==> config.mk <==
export PLATFORM = sky130hd
export DESIGN_NAME = fb_mem_arbiter
export DESIGN_NICKNAME = d
export VERILOG_FILES = /design/src/rtl/fb_mem_arbiter.sv
export SDC_FILE = /design/constraint.sdc
export NUM_CORES = 1
export LEC_CHECK = 0
export CORE_MARGIN = 10
export CORE_UTILIZATION = 58
export CTS_CLUSTER_DIAMETER = 50
export DETAILED_ROUTE_END_ITERATION = 12
export PLACE_DENSITY = 0.85
export SLEW_MARGIN = 20
export SYNTH_ARGS = -nofsm -noshare
export SYNTH_HDL_FRONTEND = slang
export SYNTH_SLANG_ARGS = --single-unit
export TNS_END_PERCENT = 100
==> constraint.sdc <==
create_clock -name clk_25 -period 5.5 [get_ports clk_25]
set_input_delay 0.55 -clock clk_25 [delete_from_list [all_inputs] [get_ports clk_25]]
set_output_delay 0.55 -clock clk_25 [all_outputs]
set_load 0.02 [all_outputs]
==> src/rtl/fb_mem_arbiter.sv <==
// fb_mem_arbiter: single-port framebuffer RAM sequencer, scan-out reads first, queued writes in blanking slots
module fb_mem_arbiter #(
  parameter int H_ACTIVE = 640,
  parameter int V_ACTIVE = 480,
  parameter int ADDR_W   = 19,
  parameter int DATA_W   = 8,
  parameter int WQ_DEPTH = 4
) (
  input  logic                           clk_25,
  input  logic                           n_rst,
  input  logic [9:0]                     x_coordinate,
  input  logic [9:0]                     y_coordinate,
  input  logic                           vblank_only,
  input  logic                           wr_valid,
  output logic                           wr_ready,
  input  logic [ADDR_W-1:0]              wr_addr,
  input  logic [DATA_W-1:0]              wr_data,
  output logic [ADDR_W-1:0]              mem_address,
  output logic [DATA_W-1:0]              mem_data,
  output logic                           mem_wren,
  input  logic [DATA_W-1:0]              mem_q,
  output logic [DATA_W-1:0]              pixel_out,
  output logic                           pixel_valid,
  output logic [$clog2(WQ_DEPTH+1)-1:0]  wq_count,
  output logic                           addr_err
);
  localparam int PTR_W = $clog2(WQ_DEPTH);
  localparam int CNT_W = $clog2(WQ_DEPTH + 1);
  localparam logic [9:0]        H_LIM = 10'(H_ACTIVE);
  localparam logic [9:0]        V_LIM = 10'(V_ACTIVE);
  localparam logic [ADDR_W-1:0] PIX_N = ADDR_W'(H_ACTIVE * V_ACTIVE);
  localparam logic [CNT_W-1:0]  CNT_FULL = CNT_W'(WQ_DEPTH);
  typedef enum logic [1:0] {ST_SCAN, ST_HBLANK, ST_VBLANK} state_t;
  state_t             state_q, state_d;
  logic               rd_need, in_lines, push, addr_ok, enq, pop, wr_slot;
  logic [ADDR_W-1:0]  scan_addr;
  logic [ADDR_W-1:0]  wq_addr_q [WQ_DEPTH];
  logic [DATA_W-1:0]  wq_data_q [WQ_DEPTH];
  logic [PTR_W-1:0]   wp_q, rp_q;
  logic [CNT_W-1:0]   cnt_q, cnt_d;
  assign in_lines  = y_coordinate < V_LIM;
  assign rd_need   = (x_coordinate < H_LIM) && in_lines;
  assign state_d   = rd_need ? ST_SCAN : (in_lines ? ST_HBLANK : ST_VBLANK);
  assign scan_addr = ADDR_W'(y_coordinate) * ADDR_W'(H_ACTIVE) + ADDR_W'(x_coordinate);
  assign wr_ready  = cnt_q < CNT_FULL;
  assign push      = wr_valid && wr_ready;
  assign addr_ok   = wr_addr < PIX_N;
  assign enq       = push && addr_ok;
  // Horizontal blanking is only a write slot when tearing is tolerated
  assign wr_slot   = (state_d == ST_VBLANK) || ((state_d == ST_HBLANK) && !vblank_only);
  assign pop       = wr_slot && (cnt_q != '0);
  assign cnt_d     = cnt_q + CNT_W'(enq) - CNT_W'(pop);
  assign wq_count  = cnt_q;
  assign pixel_out = pixel_valid ? mem_q : '0;
  always_ff @(posedge clk_25) begin
    if (enq) begin
      wq_addr_q[wp_q] <= wr_addr;
      wq_data_q[wp_q] <= wr_data;
    end
  end
  // state_q is rd_need one cycle late, so pixel_valid lands with mem_q two cycles after the coordinates
  always_ff @(posedge clk_25 or negedge n_rst) begin
    if (!n_rst) begin
      state_q     <= ST_VBLANK;
      mem_address <= '0;
      mem_data    <= '0;
      mem_wren    <= 1'b0;
      pixel_valid <= 1'b0;
      wp_q        <= '0;
      rp_q        <= '0;
      cnt_q       <= '0;
      addr_err    <= 1'b0;
    end else begin
      state_q     <= state_d;
      mem_wren    <= pop;
      pixel_valid <= state_q == ST_SCAN;
      cnt_q       <= cnt_d;
      if (state_d == ST_SCAN) mem_address <= scan_addr;
      else if (pop) begin
        mem_address <= wq_addr_q[rp_q];
        mem_data    <= wq_data_q[rp_q];
      end
      if (enq) wp_q <= wp_q + PTR_W'(1);
      if (pop) rp_q <= rp_q + PTR_W'(1);
      if (push && !addr_ok) addr_err <= 1'b1;
    end
  end
endmodule

==> results of run 1 <==
==> worst min path at each step <==
| stage | start | endpoint | slack, ps | cells after the start |
|---|---|---|---|---|
| 2_1_floorplan | n_rst | addr_err | 250 | 0 |
| 3_3_place_gp | state_q[0] | pixel_valid | 390 | 1 |
| 3_5_place_dp | state_q[0] | pixel_valid | 380 | 1 |
| 4_1_cts | n_rst | mem_address[17] | 190 | 1 |
| 5_1_grt | n_rst | mem_address[17] | 210 | 1 |
| 6_report | n_rst | mem_address[17] | 170 | 1 |
==> metal layers <==
metal | GRT usage | share of wire
met1 | 0.234 | 0.39
met2 | 0.324 | 0.52
met3 | 0.0506 | 0.066
met4 | 0.0946 | 0.026
met5 | 0 | 0
==> sequential cells by signal, indices dropped and copies added, names as in the netlist <==
| register | flops |
|---|---|
| mem_wren | 1 |
| mem_address | 19 |
| mem_data | 8 |
| wq_addr_q | 76 |
| wq_data_q | 32 |
| wq_count | 3 |
| pixel_valid | 1 |
| state_q | 2 |
| wp_q | 2 |
| addr_err | 1 |
| rp_q | 2 |
==> area by class of cell <==
cell class | count | area [µm²]
sequential | 147 | 4220
fill | 613 | 2600
multi-input combinational | 213 | 2040
timing repair buffer | 107 | 1080
clock buffer | 19 | 422
clock inverter | 13 | 206
tap | 140 | 175
inverter | 13 | 48.8
==> where the power goes <==
part / switching (µW) / total, µW / internal (µW)
Combinational: 557 / 1190 / 635
Sequential: 234 / 1630 / 1400
Clock: 442 / 1220 / 783
Total: 1230 / 4050 / 2820
==> worst max-delay path, delay by kind of cell <==
family	cells	cell delay (ps)
AOI/OAI and AO/OA	3	770
buffers and inverters	5	1150
xor gates and xnor gates	2	280
adders and majority gates	3	800
==> logic make-up after synthesis <==
logic type      share of synthesized area
flops                               0.664
simple gates                       0.0567
mux                                 0.129
buf+inv                            0.0169
compound gates                     0.0524
fa+ha+maj                          0.0587
xor+xnor                           0.0221
==> synthesized netlist by cell type (2+ instances only) <==
library cell  count
buf_2             8
mux2_2           10
and2_1           13
o21ai_0          18
ha_1             25
nand2_1          24
dfrtp_1          38
nor3b_1           2
nor2b_1           3
a31oi_1           2
a21o_1            2
nor2_1           13
o31ai_1           2
nor3_1            3
clkbuf_1          5
xnor2_1          10
edfxtp_1        108
xor2_1            6
o22ai_1           7
mux4_2           27
inv_1            13
fa_1              3
a21oi_1           9
nand3_1           5
mux2i_1          10
==> through the flow <==
| stage | area (µm²) | setup slack [ps] |
|---|---|---|
| after floorplan | 6350 | 2700 |
| after global placement | 7520 | 1980 |
| after detailed placement | 7560 | 1820 |
| after CTS | 8190 | 2310 |
| after global routing | 8190 | 2160 |
| final | 8190 | 2340 |
==> impl_metrics.csv, run 1 <==
group,metric,value,unit
status,run_status,"finished clean",
floorplanning,core_region_area,10800,µm²
setup_path,reg2reg_setup_slack,2860,ps
finish,nets,586,
floorplanning,die-area,15500,µm²
synth,ys_warn_count,0,
clock_tree,cts_num_sinks,147,
placed_design,hpwl,9480,µm
sta,tightestPinTransition,994,ps
setup_path,start_kind,"input port",
clock_tree,cts_buffers,17,
clock_tree,cts_hold_buf,0,
detailed_routing,vias,3890,
placed_design,gp_congestion,0.827,
synth,ys_seq_elements,147,
synth,netlist_instances,386,
global_route,grt_pass1_wl,23700,µm
flow_run,maxCapViolCount,0,
finish,final_common_cell,"edfxtp_1",
detailed_routing,routed_wl,15000,µm
synth,ys_top_cells_by_area,"edfxtp_1 51%, dfrtp_1 15%, mux4_2 9.6%",
sta,max_slew_margin,0.337,
sta,grt_setup_unrepaired,"no",
global_route,grt_max_degree,40,
detailed_routing,viasPerCell,5.97,
synth,synth_area,6350,µm²
sta,max_freq,0.316,GHz
clock_tree,cts_root_buf,"clkbuf_8",
global_route,first_global_vias,4217,
placed_design,port_buffers,100,
clock_tree,h-tree-depth,4,
sta,skew,8.38,ps
global_route,grt_util_all_layers,0.196,
setup_path,required,5900,ps
synth,syn_nets,473,
finish,final_cells,652,
synth,yosysTopAreaCellShare,0.510,
setup_path,crit_end,"wq_count[2]",
power_and_ir_drop,leakagePower,0.00299,µW
clock_tree,clk_path_buf_depth,2,
global_route,overflow,0,
power_and_ir_drop,power_density,494,nW/µm²
power_and_ir_drop,power,4050,µW
detailed_routing,drc_errors,0,
finish,final_util,0.759,
finish,syn_to_final_growth,28.9,%
sta,slew_viol_final,0,
synth,synth-edff-count,108,
floorplanning,rows,38,
power_and_ir_drop,peakVddDrop,0.000351,V
finish,layout_common_cells,"108 x edfxtp_1, 99 x clkdlybuf4s50_1, 36 x dfrtp_1",
floorplanning,num_io_pins,101,
sta,setup_tns,0,ps
detailed_routing,postRouteAntennaNets,0,
sta,setup_violations,0,
finish,diodes,0,
setup_path,path_cells,"clkdlybuf4s50_1 -> o21ai_0 -> o21ai_0 -> o31ai_4 -> buf_4 -> inv_1 -> ha_1 -> inv_1 -> ha_1 -> inv_1 -> fa_1 -> xnor2_1 -> xnor2_1",
setup_path,r2r_end,"wq_count[2]",
floorplanning,fp.dieH,125,µm
setup_path,reg2reg_depth,10,
detailed_routing,avgRoutedWirePerCell,22.9,µm
clock_tree,clkLatencyLatePin,520,ps
floorplanning,fp.dieW,125,µm
synth,ys_types,45,
synth,synth_top_cell_by_area,"edfxtp_1",
setup_path,critical_path_class,"in2reg",
sta,period_needed,3160,ps
clock_tree,clkTransAtPathRegs,60,ps
clock_tree,cts-resized-gates,0,
synth,synth_async_sr_flop_share,0.265,
synth,ys_seq_area_frac,0.664,
sta,min_period_over_period,0.575,
global_route,antenna_found_initial,0,
worst_hold_path,hp-class,"in2async",
setup_path,r2r-start,"wq_count[2]",
synth,postSynthAreaPerCell,16.5,µm²
setup_path,arrival,3560,ps
setup_path,end_kind,"flop",
placed_design,placed_cells,620,
finish,layout-drive-gt1-share,0.172,
setup_path,crit_path_top_delay_cell,"clkdlybuf4s50_1",
setup_path,cp_common_cell,"inv_1",
setup_path,critical-path-max-stage-delay,440,ps
detailed_routing,dr.pass1.iters,6,
synth,synthFlopType,"edfxtp_1",
setup_path,path_max_fanout,30,
clock_tree,cts_tree,"yes",
clock_tree,postCtsSetupBuffers,0,
sta,finalHoldViolations,0,
detailed_routing,drt_iter0_markers,307,
floorplanning,start_util,0.589,
sta,fin_hold_ws,167,ps
setup_path,startpoint,"x_coordinate[7]",
Note: power is estimated with default switching activity, not from simulation.
==> run 2: changes to the inputs <==
--- a/config.mk
+++ b/config.mk
@@ -6,10 +6,10 @@
 export NUM_CORES = 1
 export LEC_CHECK = 0
 export CORE_MARGIN = 10
-export CORE_UTILIZATION = 58
+export CORE_UTILIZATION = 48
 export CTS_CLUSTER_DIAMETER = 50
 export DETAILED_ROUTE_END_ITERATION = 12
-export PLACE_DENSITY = 0.85
+export PLACE_DENSITY = 0.76
 export SLEW_MARGIN = 20
 export SYNTH_ARGS = -nofsm -noshare
 export SYNTH_HDL_FRONTEND = slang
==> constraint.sdc (replaced) <==
create_clock -name clk_25 -period 2.7 [get_ports clk_25]
set_input_delay 0.27 -clock clk_25 [delete_from_list [all_inputs] [get_ports clk_25]]
set_output_delay 0.27 -clock clk_25 [all_outputs]
set_load 0.02 [all_outputs]
==> run 2 against run 1 <==
  * First-iteration DRC count decreased by 4.6%
  * Combinational power increased by 130%
  * Design area increased by 6.3%
  * Setup slack got worse by 2200 ps
  * Via count increased by 0.98%
  * Register-to-register slack got worse by 2300 ps
  * Die area increased by 17%
  * Global-route usage decreased by 3.3 points
  * Routed wire length decreased by 3.7%
  * Clock power increased by 110%
  * Sequential power increased by 96%
  * Non-clock buffer count increased by 50
  * Critical endpoint is now mem_address[18]
==> impl_metrics.csv, run 2 (synthesized netlist as in run 1, its figures left out) <==
group,metric,value,unit
status,run_status,"finished clean",
sta,skew,5.56,ps
floorplanning,start_util,0.498,
setup_path,cp_common_cell,"ha_1",
placed_design,gp_congestion,0.817,
global_route,first_global_vias,4239,
finish,biggestRegsByFlops,"wq_addr_q: 76 flops, wq_data_q: 32 flops, mem_address: 19 flops",
clock_tree,cts_tree,"yes",
setup_path,path_cells,"clkdlybuf4s50_1 -> ha_1 -> ha_1 -> fa_2 -> buf_4 -> a211o_1 -> a21oi_2 -> nor2_1 -> and4_4 -> and4_2 -> o31ai_2",
detailed_routing,avgRoutedWirePerCell,19.6,µm
sta,tightestPinTransition,1010,ps
finish,final_common_cell,"edfxtp_1",
setup_path,reg2reg_depth,11,
setup_path,required,3020,ps
floorplanning,die-area,18200,µm²
power_and_ir_drop,leakagePower,0.00327,µW
finish,layout_common_cells,"108 x edfxtp_1, 99 x clkdlybuf4s50_1, 50 x buf_4",
finish,largest_reg_flops,76,
placed_design,hpwl,10000,µm
setup_path,arrival,2880,ps
setup_path,path_max_fanout,3,
clock_tree,clkLatencyLatePin,410,ps
sta,setup_violations,0,
sta,worst_slack,140,ps
floorplanning,rows,41,
detailed_routing,viasPerCell,5.35,
global_route,grt_util_all_layers,0.163,
clock_tree,cts_hold_buf,0,
sta,slew_viol_final,0,
sta,finalHoldViolations,0,
clock_tree,postCtsSetupBuffers,0,
detailed_routing,vias,3928,
placed_design,port_buffers,100,
clock_tree,clkTransAtPathRegs,60,ps
detailed_routing,routed_wl,14400,µm
floorplanning,num_io_pins,101,
sta,max_slew_margin,0.328,
setup_path,start_kind,"input port",
global_route,antenna_found_initial,0,
floorplanning,fp.dieW,135,µm
sta,setup_tns,0,ps
detailed_routing,dr.pass1.iters,4,
setup_path,r2r-start,"wq_count[2]",
global_route,overflow,0,
detailed_routing,drt_iter0_markers,293,
sta,grt_setup_unrepaired,"no",
setup_path,critical-path-max-stage-delay,430,ps
sta,fin_hold_ws,38.4,ps
clock_tree,clk_path_buf_depth,2,
detailed_routing,drc_errors,0,
power_and_ir_drop,peakVddDrop,0.000496,V
global_route,grt_max_degree,40,
clock_tree,cts_buffers,17,
setup_path,r2r_end,"wq_count[2]",
setup_path,reg2reg_setup_slack,540,ps
setup_path,critical_path_class,"in2reg",
worst_hold_path,hp-class,"in2async",
finish,diodes,0,
sta,period_needed,2560,ps
detailed_routing,postRouteAntennaNets,0,
clock_tree,cts_num_sinks,147,
setup_path,crit_path_top_delay_cell,"clkdlybuf4s50_1",
placed_design,pre_cts_slack,-412,ps
placed_design,placed_cells,702,
setup_path,end_kind,"flop",
finish,layout-drive-gt1-share,0.253,
global_route,grt_pass1_wl,22900,µm
finish,regMostFlops,"wq_addr_q",
clock_tree,cts-resized-gates,0,
clock_tree,cts_root_buf,"clkbuf_16",
finish,nets,636,
sta,max_freq,0.391,GHz
floorplanning,fp.dieH,135,µm
sta,min_period_over_period,0.948,
power_and_ir_drop,power_density,969,nW/µm²
floorplanning,core_region_area,12800,µm²
finish,final_cells,734,
finish,syn_to_final_growth,37.0,%
clock_tree,h-tree-depth,4,
flow_run,maxCapViolCount,0,
run 2: cell count changes in the layout (fill, tap and decap cells not counted), moves of 2 or more:
cell and change:
and2_2 -2, buf_12 +7, buf_4 +45, clkbuf_1 -2
clkinv_2 +2, clkinvlp_4 -2, inv_8 +2
run 2: power by group:
part | switching (µW) | internal (µW) | total (µW)
Sequential | 340 | 2850 | 3190
Combinational | 1230 | 1440 | 2680
Clock | 919 | 1650 | 2570
Total | 2490 | 5950 | 8440
run 2: critical path, delay by kind of cell:
family	cells	cell delay [ps]
AOI/OAI and AO/OA	3	660
adders and majority gates	3	880
and+or+nand+nor	3	490
buffers and inverters	2	580
run 2: worst max-delay path by stage:
stage | startpoint | endpoint | slack, ps
6_report | y_coordinate[1] | mem_address[18] | 140
3_5_place_dp | y_coordinate[1] | mem_address[17] | -410
5_1_grt | y_coordinate[1] | mem_address[18] | 30
2_1_floorplan | y_coordinate[1] | mem_address[17] | 180
4_1_cts | y_coordinate[1] | mem_address[17] | 20
3_3_place_gp | y_coordinate[1] | mem_address[17] | -330
run 2: area by class of cell:
type / instances / area [µm²]
repair buffers: 157 / 1510
clock buffers: 17 / 425
clock inverters: 15 / 229
inverters: 13 / 48.8
multi-input cells: 213 / 2060
flip-flops and latches: 147 / 4220
fillers: 842 / 4070
well taps: 172 / 215
run 2: metal layers:
| layer | up-vias | share of wire | global-route usage |
|---|---|---|---|
| met4 | 0 | 0.0099 | 0.0472 |
| li1 | 1814 | - | - |
| met3 | 10 | 0.058 | 0.0490 |
| met1 | 1982 | 0.41 | 0.188 |
| met2 | 122 | 0.52 | 0.286 |
| met5 | - | 0 | 0 |
run 2: stage by stage:
stage,cell area (µm²),util,power [µW]
2_1_floorplan,6350,-,4690
3_5_place_dp,8040,0.629,5910
5_1_grt,8710,0.682,8830
3_3_place_gp,8040,0.629,5830
4_1_cts,8690,0.680,8530
6_report,8710,0.682,8440
